==> config.mk <==
export PLATFORM = sky130hd
export DESIGN_NAME = alu_sequencer_flat
export DESIGN_NICKNAME = d
export VERILOG_FILES = /design/src/rtl/alu_sequencer_if.sv /design/src/rtl/alu_sequencer.sv /design/src/flat_wrapper.sv
export SDC_FILE = /design/constraint.sdc
export NUM_CORES = 1
export LEC_CHECK = 0
export CAP_MARGIN = 30
export CORE_MARGIN = 2
export CORE_UTILIZATION = 65
export DETAILED_ROUTE_END_ITERATION = 8
export DONT_BUFFER_PORTS = 1
export GPL_ROUTABILITY_DRIVEN = 0
export PLACE_DENSITY = 0.88
export SYNTH_ARGS = -nofsm -noshare
export SYNTH_HDL_FRONTEND = slang
export SYNTH_SLANG_ARGS = --single-unit
==> constraint.sdc <==
create_clock -name clk -period 5.8 [get_ports clk]
set_clock_uncertainty 0.15 [all_clocks]
set_input_delay 1.16 -clock clk [delete_from_list [all_inputs] [get_ports clk]]
set_output_delay 1.16 -clock clk [all_outputs]
set_load 0.01 [all_outputs]
==> src/rtl/alu_sequencer_if.sv <==
// Instruction-in and result-out handshake bundle for the ALU sequencer.
// The master side offers instructions and accepts results; the slave side is the sequencer.
interface alu_sequencer_if #(
  parameter int WIDTH = 8
);
  logic             in_valid;
  logic             in_ready;
  logic [3:0]       in_opcode;
  logic [WIDTH-1:0] in_a;
  logic [WIDTH-1:0] in_b;
  logic             out_valid;
  logic             out_ready;
  logic [3:0]       out_opcode;
  logic [WIDTH-1:0] out_result;

  modport master (
    output in_valid, in_opcode, in_a, in_b, out_ready,
    input  in_ready, out_valid, out_opcode, out_result
  );

  modport slave (
    input  in_valid, in_opcode, in_a, in_b, out_ready,
    output in_ready, out_valid, out_opcode, out_result
  );
endinterface

==> src/rtl/alu_sequencer.sv <==
// Buffers {opcode, A, B} instructions, presents them to the decoder/ALU pair,
// waits a fixed settle interval, then hands the captured result downstream.
module alu_sequencer #(
  parameter  int WIDTH  = 8,
  parameter  int DEPTH  = 4,
  parameter  int SETTLE = 2,
  localparam int CW     = $clog2(DEPTH) + 1
) (
  input  logic             clk,
  input  logic             rst_n,
  alu_sequencer_if.slave   bus,
  output logic [3:0]       opcode,
  output logic [WIDTH-1:0] alu_a,
  output logic [WIDTH-1:0] alu_b,
  input  logic [WIDTH-1:0] alu_result,
  output logic [CW-1:0]    count,
  output logic             busy
);
  localparam int AW = $clog2(DEPTH);
  localparam int SW = $clog2(SETTLE + 1);
  localparam logic [AW-1:0] PTR_ONE     = AW'(1);
  localparam logic [CW-1:0] CNT_ONE     = CW'(1);
  localparam logic [CW-1:0] CNT_FULL    = CW'(DEPTH);
  localparam logic [SW-1:0] SETTLE_INIT = SW'(SETTLE - 1);
  localparam logic [SW-1:0] SETTLE_ONE  = SW'(1);

  typedef enum logic [1:0] {
    IDLE = 2'b00,
    WAIT = 2'b01,
    HOLD = 2'b10
  } state_e;

  typedef struct packed {
    logic [3:0]       op;
    logic [WIDTH-1:0] a;
    logic [WIDTH-1:0] b;
  } instr_t;

  instr_t           mem_q [DEPTH];
  logic [AW-1:0]    wr_ptr_q;
  logic [AW-1:0]    rd_ptr_q;
  logic [CW-1:0]    count_q;
  logic [CW-1:0]    count_d;
  state_e           state_q;
  logic [SW-1:0]    settle_q;
  logic [3:0]       opcode_q;
  logic [WIDTH-1:0] alu_a_q;
  logic [WIDTH-1:0] alu_b_q;
  logic             out_valid_q;
  logic [3:0]       out_opcode_q;
  logic [WIDTH-1:0] out_result_q;
  logic             busy_q;
  logic             push_s;
  logic             pop_s;
  logic             empty_s;
  instr_t           head_s;

  // Occupancy is registered, so a full FIFO refuses even when a pop happens this edge.
  assign bus.in_ready = (count_q < CNT_FULL);
  assign empty_s      = (count_q == '0);
  assign push_s       = bus.in_valid && bus.in_ready;
  assign head_s       = mem_q[rd_ptr_q];

  // Pop decision: fetch from IDLE, or on result acceptance in HOLD.
  always_comb begin
    pop_s = 1'b0;
    case (state_q)
      IDLE:    pop_s = !empty_s;
      HOLD:    pop_s = out_valid_q && bus.out_ready && !empty_s;
      default: pop_s = 1'b0;
    endcase
  end

  // Next occupancy from push/pop pair.
  always_comb begin
    count_d = count_q;
    if (push_s && !pop_s) begin
      count_d = count_q + CNT_ONE;
    end else if (pop_s && !push_s) begin
      count_d = count_q - CNT_ONE;
    end else begin
      count_d = count_q;
    end
  end

  // Instruction storage; contents are meaningless until pushed, so no reset.
  always_ff @(posedge clk) begin
    if (push_s) begin
      mem_q[wr_ptr_q] <= '{op: bus.in_opcode, a: bus.in_a, b: bus.in_b};
    end
  end

  // FIFO pointers and occupancy.
  always_ff @(posedge clk or negedge rst_n) begin
    if (!rst_n) begin
      wr_ptr_q <= '0;
      rd_ptr_q <= '0;
      count_q  <= '0;
    end else begin
      if (push_s) wr_ptr_q <= wr_ptr_q + PTR_ONE;
      if (pop_s)  rd_ptr_q <= rd_ptr_q + PTR_ONE;
      count_q <= count_d;
    end
  end

  // Issue/settle/hold sequencer; 4'b0111 is the decoder no-op opcode.
  always_ff @(posedge clk or negedge rst_n) begin
    if (!rst_n) begin
      state_q      <= IDLE;
      settle_q     <= '0;
      opcode_q     <= 4'b0111;
      alu_a_q      <= '0;
      alu_b_q      <= '0;
      out_valid_q  <= 1'b0;
      out_opcode_q <= 4'b0000;
      out_result_q <= '0;
      busy_q       <= 1'b0;
    end else begin
      case (state_q)
        IDLE: begin
          if (pop_s) begin
            opcode_q <= head_s.op;
            alu_a_q  <= head_s.a;
            alu_b_q  <= head_s.b;
            settle_q <= SETTLE_INIT;
            busy_q   <= 1'b1;
            state_q  <= WAIT;
          end
        end
        WAIT: begin
          if (settle_q == '0) begin
            out_result_q <= alu_result;
            out_opcode_q <= opcode_q;
            out_valid_q  <= 1'b1;
            state_q      <= HOLD;
          end else begin
            settle_q <= settle_q - SETTLE_ONE;
          end
        end
        HOLD: begin
          if (out_valid_q && bus.out_ready) begin
            out_valid_q <= 1'b0;
            if (pop_s) begin
              opcode_q <= head_s.op;
              alu_a_q  <= head_s.a;
              alu_b_q  <= head_s.b;
              settle_q <= SETTLE_INIT;
              state_q  <= WAIT;
            end else begin
              busy_q  <= 1'b0;
              state_q <= IDLE;
            end
          end
        end
        default: begin
          state_q     <= IDLE;
          out_valid_q <= 1'b0;
          busy_q      <= 1'b0;
        end
      endcase
    end
  end

  assign opcode         = opcode_q;
  assign alu_a          = alu_a_q;
  assign alu_b          = alu_b_q;
  assign bus.out_valid  = out_valid_q;
  assign bus.out_opcode = out_opcode_q;
  assign bus.out_result = out_result_q;
  assign count          = count_q;
  assign busy           = busy_q;
endmodule

==> src/flat_wrapper.sv <==
// flat-port wrapper written by rule: the top's interface ports become plain ports
module alu_sequencer_flat 
#(
  parameter  int WIDTH  = 8,
  parameter  int DEPTH  = 4,
  parameter  int SETTLE = 2,
  localparam int CW     = $clog2(DEPTH) + 1
)
  (clk, rst_n, opcode, alu_a, alu_b, alu_result, count, busy, bus_in_valid, bus_in_opcode, bus_in_a, bus_in_b, bus_out_ready, bus_in_ready, bus_out_valid, bus_out_opcode, bus_out_result);
  alu_sequencer_if #(.WIDTH(WIDTH)) bus_i ();
  input  logic clk;
  input  logic rst_n;
  output logic [3:0] opcode;
  output logic [WIDTH-1:0] alu_a;
  output logic [WIDTH-1:0] alu_b;
  input  logic [WIDTH-1:0] alu_result;
  output logic [CW-1:0] count;
  output logic busy;
  input wire logic [$bits(bus_i.in_valid)-1:0] bus_in_valid;
  input wire logic [$bits(bus_i.in_opcode)-1:0] bus_in_opcode;
  input wire logic [$bits(bus_i.in_a)-1:0] bus_in_a;
  input wire logic [$bits(bus_i.in_b)-1:0] bus_in_b;
  input wire logic [$bits(bus_i.out_ready)-1:0] bus_out_ready;
  output wire logic [$bits(bus_i.in_ready)-1:0] bus_in_ready;
  output wire logic [$bits(bus_i.out_valid)-1:0] bus_out_valid;
  output wire logic [$bits(bus_i.out_opcode)-1:0] bus_out_opcode;
  output wire logic [$bits(bus_i.out_result)-1:0] bus_out_result;
  assign bus_i.in_valid = bus_in_valid;
  assign bus_i.in_opcode = bus_in_opcode;
  assign bus_i.in_a = bus_in_a;
  assign bus_i.in_b = bus_in_b;
  assign bus_i.out_ready = bus_out_ready;
  assign bus_in_ready = bus_i.in_ready;
  assign bus_out_valid = bus_i.out_valid;
  assign bus_out_opcode = bus_i.out_opcode;
  assign bus_out_result = bus_i.out_result;
  alu_sequencer #(.WIDTH(WIDTH), .DEPTH(DEPTH), .SETTLE(SETTLE)) u_core (.clk(clk), .rst_n(rst_n), .bus(bus_i), .opcode(opcode), .alu_a(alu_a), .alu_b(alu_b), .alu_result(alu_result), .count(count), .busy(busy));
endmodule
==> flow_summary.rst <==
.. list-table::
   :header-rows: 1

   * - Metric
     - Value
   * - Count of endpoints failing hold in the final timing report
     - 0
   * - Fin util
     - 77.7%
   * - Clock Latency Late Sink
     - about 510 ps
   * - Global routing's busiest layer
     - met2
   * - Max-slew violation count
     - 0
   * - Slowest Stage Delay on Critical Path
     - 470 ps
   * - TritonCTS clock tree
     - done
   * - Total nets after synthesis
     - 282
   * - Largest area contributor in the synthesized netlist
     - sky130_fd_sc_hd__edfxtp_1
   * - Total gr overflow
     - 0
   * - Number of register bits inferred by synthesis
     - ~130
   * - Number of buffers added by the clock tree synthesis step
     - 17
   * - Final setup violation count
     - 0
   * - Class of the most critical setup path
     - register to register
   * - Cell chosen for the clock root
     - sky130_fd_sc_hd__clkbuf_8
   * - Arrival @ worst endpoint
     - slightly below 3000 ps
   * - Total of max-cap violations
     - 0
   * - Transition time at the pin with the least slew margin
     - between 900 and 1000 ps
   * - Worst path cell trace
     - nor3_4 -> nor3_4 -> buf_4 -> inv_1 -> ha_1 -> inv_1 -> fa_1 -> xor2_1 -> nor2_1 -> xnor2_1
   * - Post-layout min period
     - 2650 ps
   * - Buffers on Ports
     - 0
   * - Synthesized cell area
     - a little under 0.005 mm^2
   * - Layout cells sized above 1
     - about 33%
   * - Worst IR drop on VDD
     - 0.000334 V
   * - Startpoint kind of the worst setup timing path
     - register
   * - Clock Sinks
     - 125
   * - Total number of vias
     - around 2200
   * - Worst-path clk slew
     - 60 ps
   * - Placed instance count
     - 334
   * - Slew headroom
     - a little over a third
   * - TNS Setup
     - 0 ps
   * - GR Util met1
     - 28.1%
   * - Met3 track utilization from global routing
     - around 8.8%
   * - Number of remaining DRC errors
     - 0
   * - Post-cts sizing count
     - 0
   * - DP HPWL
     - between 4000 and 5000 um
   * - Pin count of the biggest net entering global routing
     - between 40 and 50
   * - Number of placement rows
     - 31
   * - CP Buf/Inv Count
     - 3
   * - NumNets Final
     - just under 300
   * - Number of instances in the synthesized netlist
     - 243
   * - Part of the cycle the worst path needs
     - between 40% and 50%
   * - Power Density
     - roughly 620 mW/mm^2
   * - Total die area
     - 0.00826 mm^2
   * - Number of distinct library cells after synthesis
     - 34
   * - Die width
     - roughly 91 um
   * - Buffer levels on the longest clock path
     - 2
   * - Top cells by area in the synthesized netlist
     - sky130_fd_sc_hd__edfxtp_1, sky130_fd_sc_hd__dfrtp_1, sky130_fd_sc_hd__mux4_2, sky130_fd_sc_hd__mux2_4, sky130_fd_sc_hd__mux2_2
   * - Capturing element type of the critical path
     - register
   * - Count of non-filler cells in the finished layout
     - 369
   * - Max Clk Rate
     - roughly 380 MHz
   * - Io pins
     - 70
   * - Die Y
     - slightly above 90 um
   * - Post-synth EDFFs
     - 80
   * - Timing startpoint of the critical path
     - u_core.count[2]$_DFFE_PN0P_
   * - Crit-path max FO
     - 22
   * - Status
     - completed
   * - Initial antenna violation count
     - 0
   * - Post-detailed-route via-to-cell ratio
     - around 6
   * - Portion of the post-synthesis area used by sequential elements
     - between 70% and 80%
   * - Routed WL per cell
     - approximately 23 um
   * - Area share of the largest cell type after synthesis
     - 49.0%
   * - Fraction of synthesis flops using an asynchronous set or reset pin
     - a little over a third
   * - Number of antenna-violating nets in the routed design
     - 0
   * - Wire length of the first global-routing pass
     - roughly 13000 um
   * - Final WL
     - 8420 um
   * - Slowest stage cell on the critical path
     - sky130_fd_sc_hd__dfrtp_1
   * - Met2 demand-to-capacity share in global routing
     - 34.7%
   * - Commonest register cell after synthesis
     - sky130_fd_sc_hd__edfxtp_1
   * - Lkg Pwr
     - between 2 and 2.5 nW
   * - Data required time of the worst path
     - roughly 6000 ps
   * - Post-CTS Hold Buffers
     - 0
   * - First-pass iteration count of the detailed router
     - 4
   * - Min-Delay Path Class
     - input pin to async pin
   * - Number of antenna repair diodes
     - 0
   * - Violation count after the first detailed-route iteration
     - 219
   * - # H-tree levels
     - 4
   * - Global-route total usage across every layer
     - about 22%
   * - Number of buffers inserted by post-CTS setup repair
     - 0
   * - Crit Reg-Reg Startpoint
     - u_core.count[2]$_DFFE_PN0P_
   * - Unrepaired setup endpoints after global routing
     - false
   * - Vias in the first global route
     - between 2000 and 3000
   * - Post-Syn Area per Cell
     - around 20 um^2
   * - Starting utilization of the core area
     - slightly below 70%
   * - Kind of cell adding the most delay to the critical path
     - adder cells
   * - Syn-to-layout area delta
     - 15.6%
   * - Total of warnings raised by yosys
     - 0
   * - Core area
     - ~0.0073 mm^2
## logic make-up (layout without fill, tap and decap cells)
logic type | Yosys count | in the layout | synth area share [%]
flops | 125 | 125 | 72.0
fa+ha+maj | 7 | 7 | 1.94
xor+xnor | 6 | 6 | 1.07
buf+inv | 18 | 45 | 2.07
compound gates | 13 | 13 | 1.81
simple gates | 21 | 21 | 2.83
mux | 53 | 53 | 18.3
## area by class of cell
| type | count | area [um^2] |
|---|---|---|
| clock buffer | 19 | 422 |
| fill | 381 | 1620 |
| clock inverter | 13 | 220 |
| tap | 99 | 124 |
| multi-input combinational | 100 | 1270 |
| inverter | 8 | 30.0 |
| timing repair buffer | 5 | 68.8 |
| sequential | 125 | 3530 |
## power breakdown
part / switching, W / internal (W)
registers: 0.000270 / 0.00122
clock network: 0.000360 / 0.000779
logic: 0.000371 / 0.000520
total: 0.00100 / 0.00252
## path summary, 6_finish.rpt
path / end / slack, ps / depth (start not counted)
min reg2reg: u_core.settle_q[0]$_DFFE_PN0P_ / 400 / 1
max in group asynchronous: u_core.opcode[2]$_DFFE_PN1P_ / 5120 / 0
max reg2reg: u_core.count[2]$_DFFE_PN0P_ / 3150 / 10
min in group clk: u_core.settle_q[0]$_DFFE_PN0P_ / 400 / 1
max: u_core.count[2]$_DFFE_PN0P_ / 3150 / 10
min: u_core.alu_b[0]$_DFFE_PN0P_ / 190 / 0
## cells in the final DEF, fill, tap and decap left out, types with 6 or more instances in the layout
cell                        count
sky130_fd_sc_hd__ha_1           6
sky130_fd_sc_hd__dfrtp_1       42
sky130_fd_sc_hd__mux4_2        18
sky130_fd_sc_hd__edfxtp_1      80
sky130_fd_sc_hd__mux2_2        15
sky130_fd_sc_hd__nand2_1        6
sky130_fd_sc_hd__inv_1          8
sky130_fd_sc_hd__mux2_4        18
sky130_fd_sc_hd__bufinv_16      6
sky130_fd_sc_hd__clkbuf_16     16
## per-layer routing
metal	up-vias	wire length (um)	share of wire, %
met1	1157	3340	40
met3	11	543	6.4
met2	82	4410	52
li1	971	-	-
met4	0	131	1.6
met5	-	0	0
## cells in the mapped netlist, types with 2 or more instances
cell / instances
sky130_fd_sc_hd__xor2_1: 3
sky130_fd_sc_hd__mux2_2: 15
sky130_fd_sc_hd__nor2b_1: 2
sky130_fd_sc_hd__mux4_1: 2
sky130_fd_sc_hd__ha_1: 6
sky130_fd_sc_hd__edfxtp_1: 80
sky130_fd_sc_hd__mux2_4: 18
sky130_fd_sc_hd__buf_6: 4
sky130_fd_sc_hd__mux4_2: 18
sky130_fd_sc_hd__buf_2: 3
sky130_fd_sc_hd__inv_1: 8
sky130_fd_sc_hd__dfrtp_1: 42
sky130_fd_sc_hd__dfstp_2: 3
sky130_fd_sc_hd__nand2_1: 6
sky130_fd_sc_hd__clkbuf_1: 3
sky130_fd_sc_hd__xnor2_1: 3
sky130_fd_sc_hd__nor3_4: 2
sky130_fd_sc_hd__and2_1: 5
sky130_fd_sc_hd__o21ai_0: 5
## worst reg2reg max path, delay by kind of cell (launching register included)
family | cells | cell delay [ps]
buffers and inverters | 3 | 450
XOR/XNOR | 2 | 310
adder cells (fa/ha/maj) | 2 | 590
flip-flops | 1 | 470
AND/OR/NAND/NOR | 3 | 580
## flip-flops by register name, indices dropped and copies added (netlist names)
name	flops
u_core.state_q	2
u_core.bus.out_result	8
u_core.bus.out_valid	1
u_core.settle_q	2
u_core.wr_ptr_q	2
u_core.alu_b	8
u_core.count	3
u_core.mem_q	80
u_core.opcode	4
u_core.busy	1
u_core.bus.out_opcode	4
u_core.rd_ptr_q	2
u_core.alu_a	8
## per-stage QoR
step,power (W),hold slack [ps],setup WS [ps],cell area [um^2]
2_1_floorplan,0.00220,350,2960,4910
3_5_place_dp,0.00235,401,2730,4970
6_report,0.00352,193,3150,5670
4_1_cts,0.00353,165,3120,5620
5_1_grt,0.00369,160,2960,5670
3_3_place_gp,0.00230,368,2800,4970
Power figures use the tool's default switching activity.
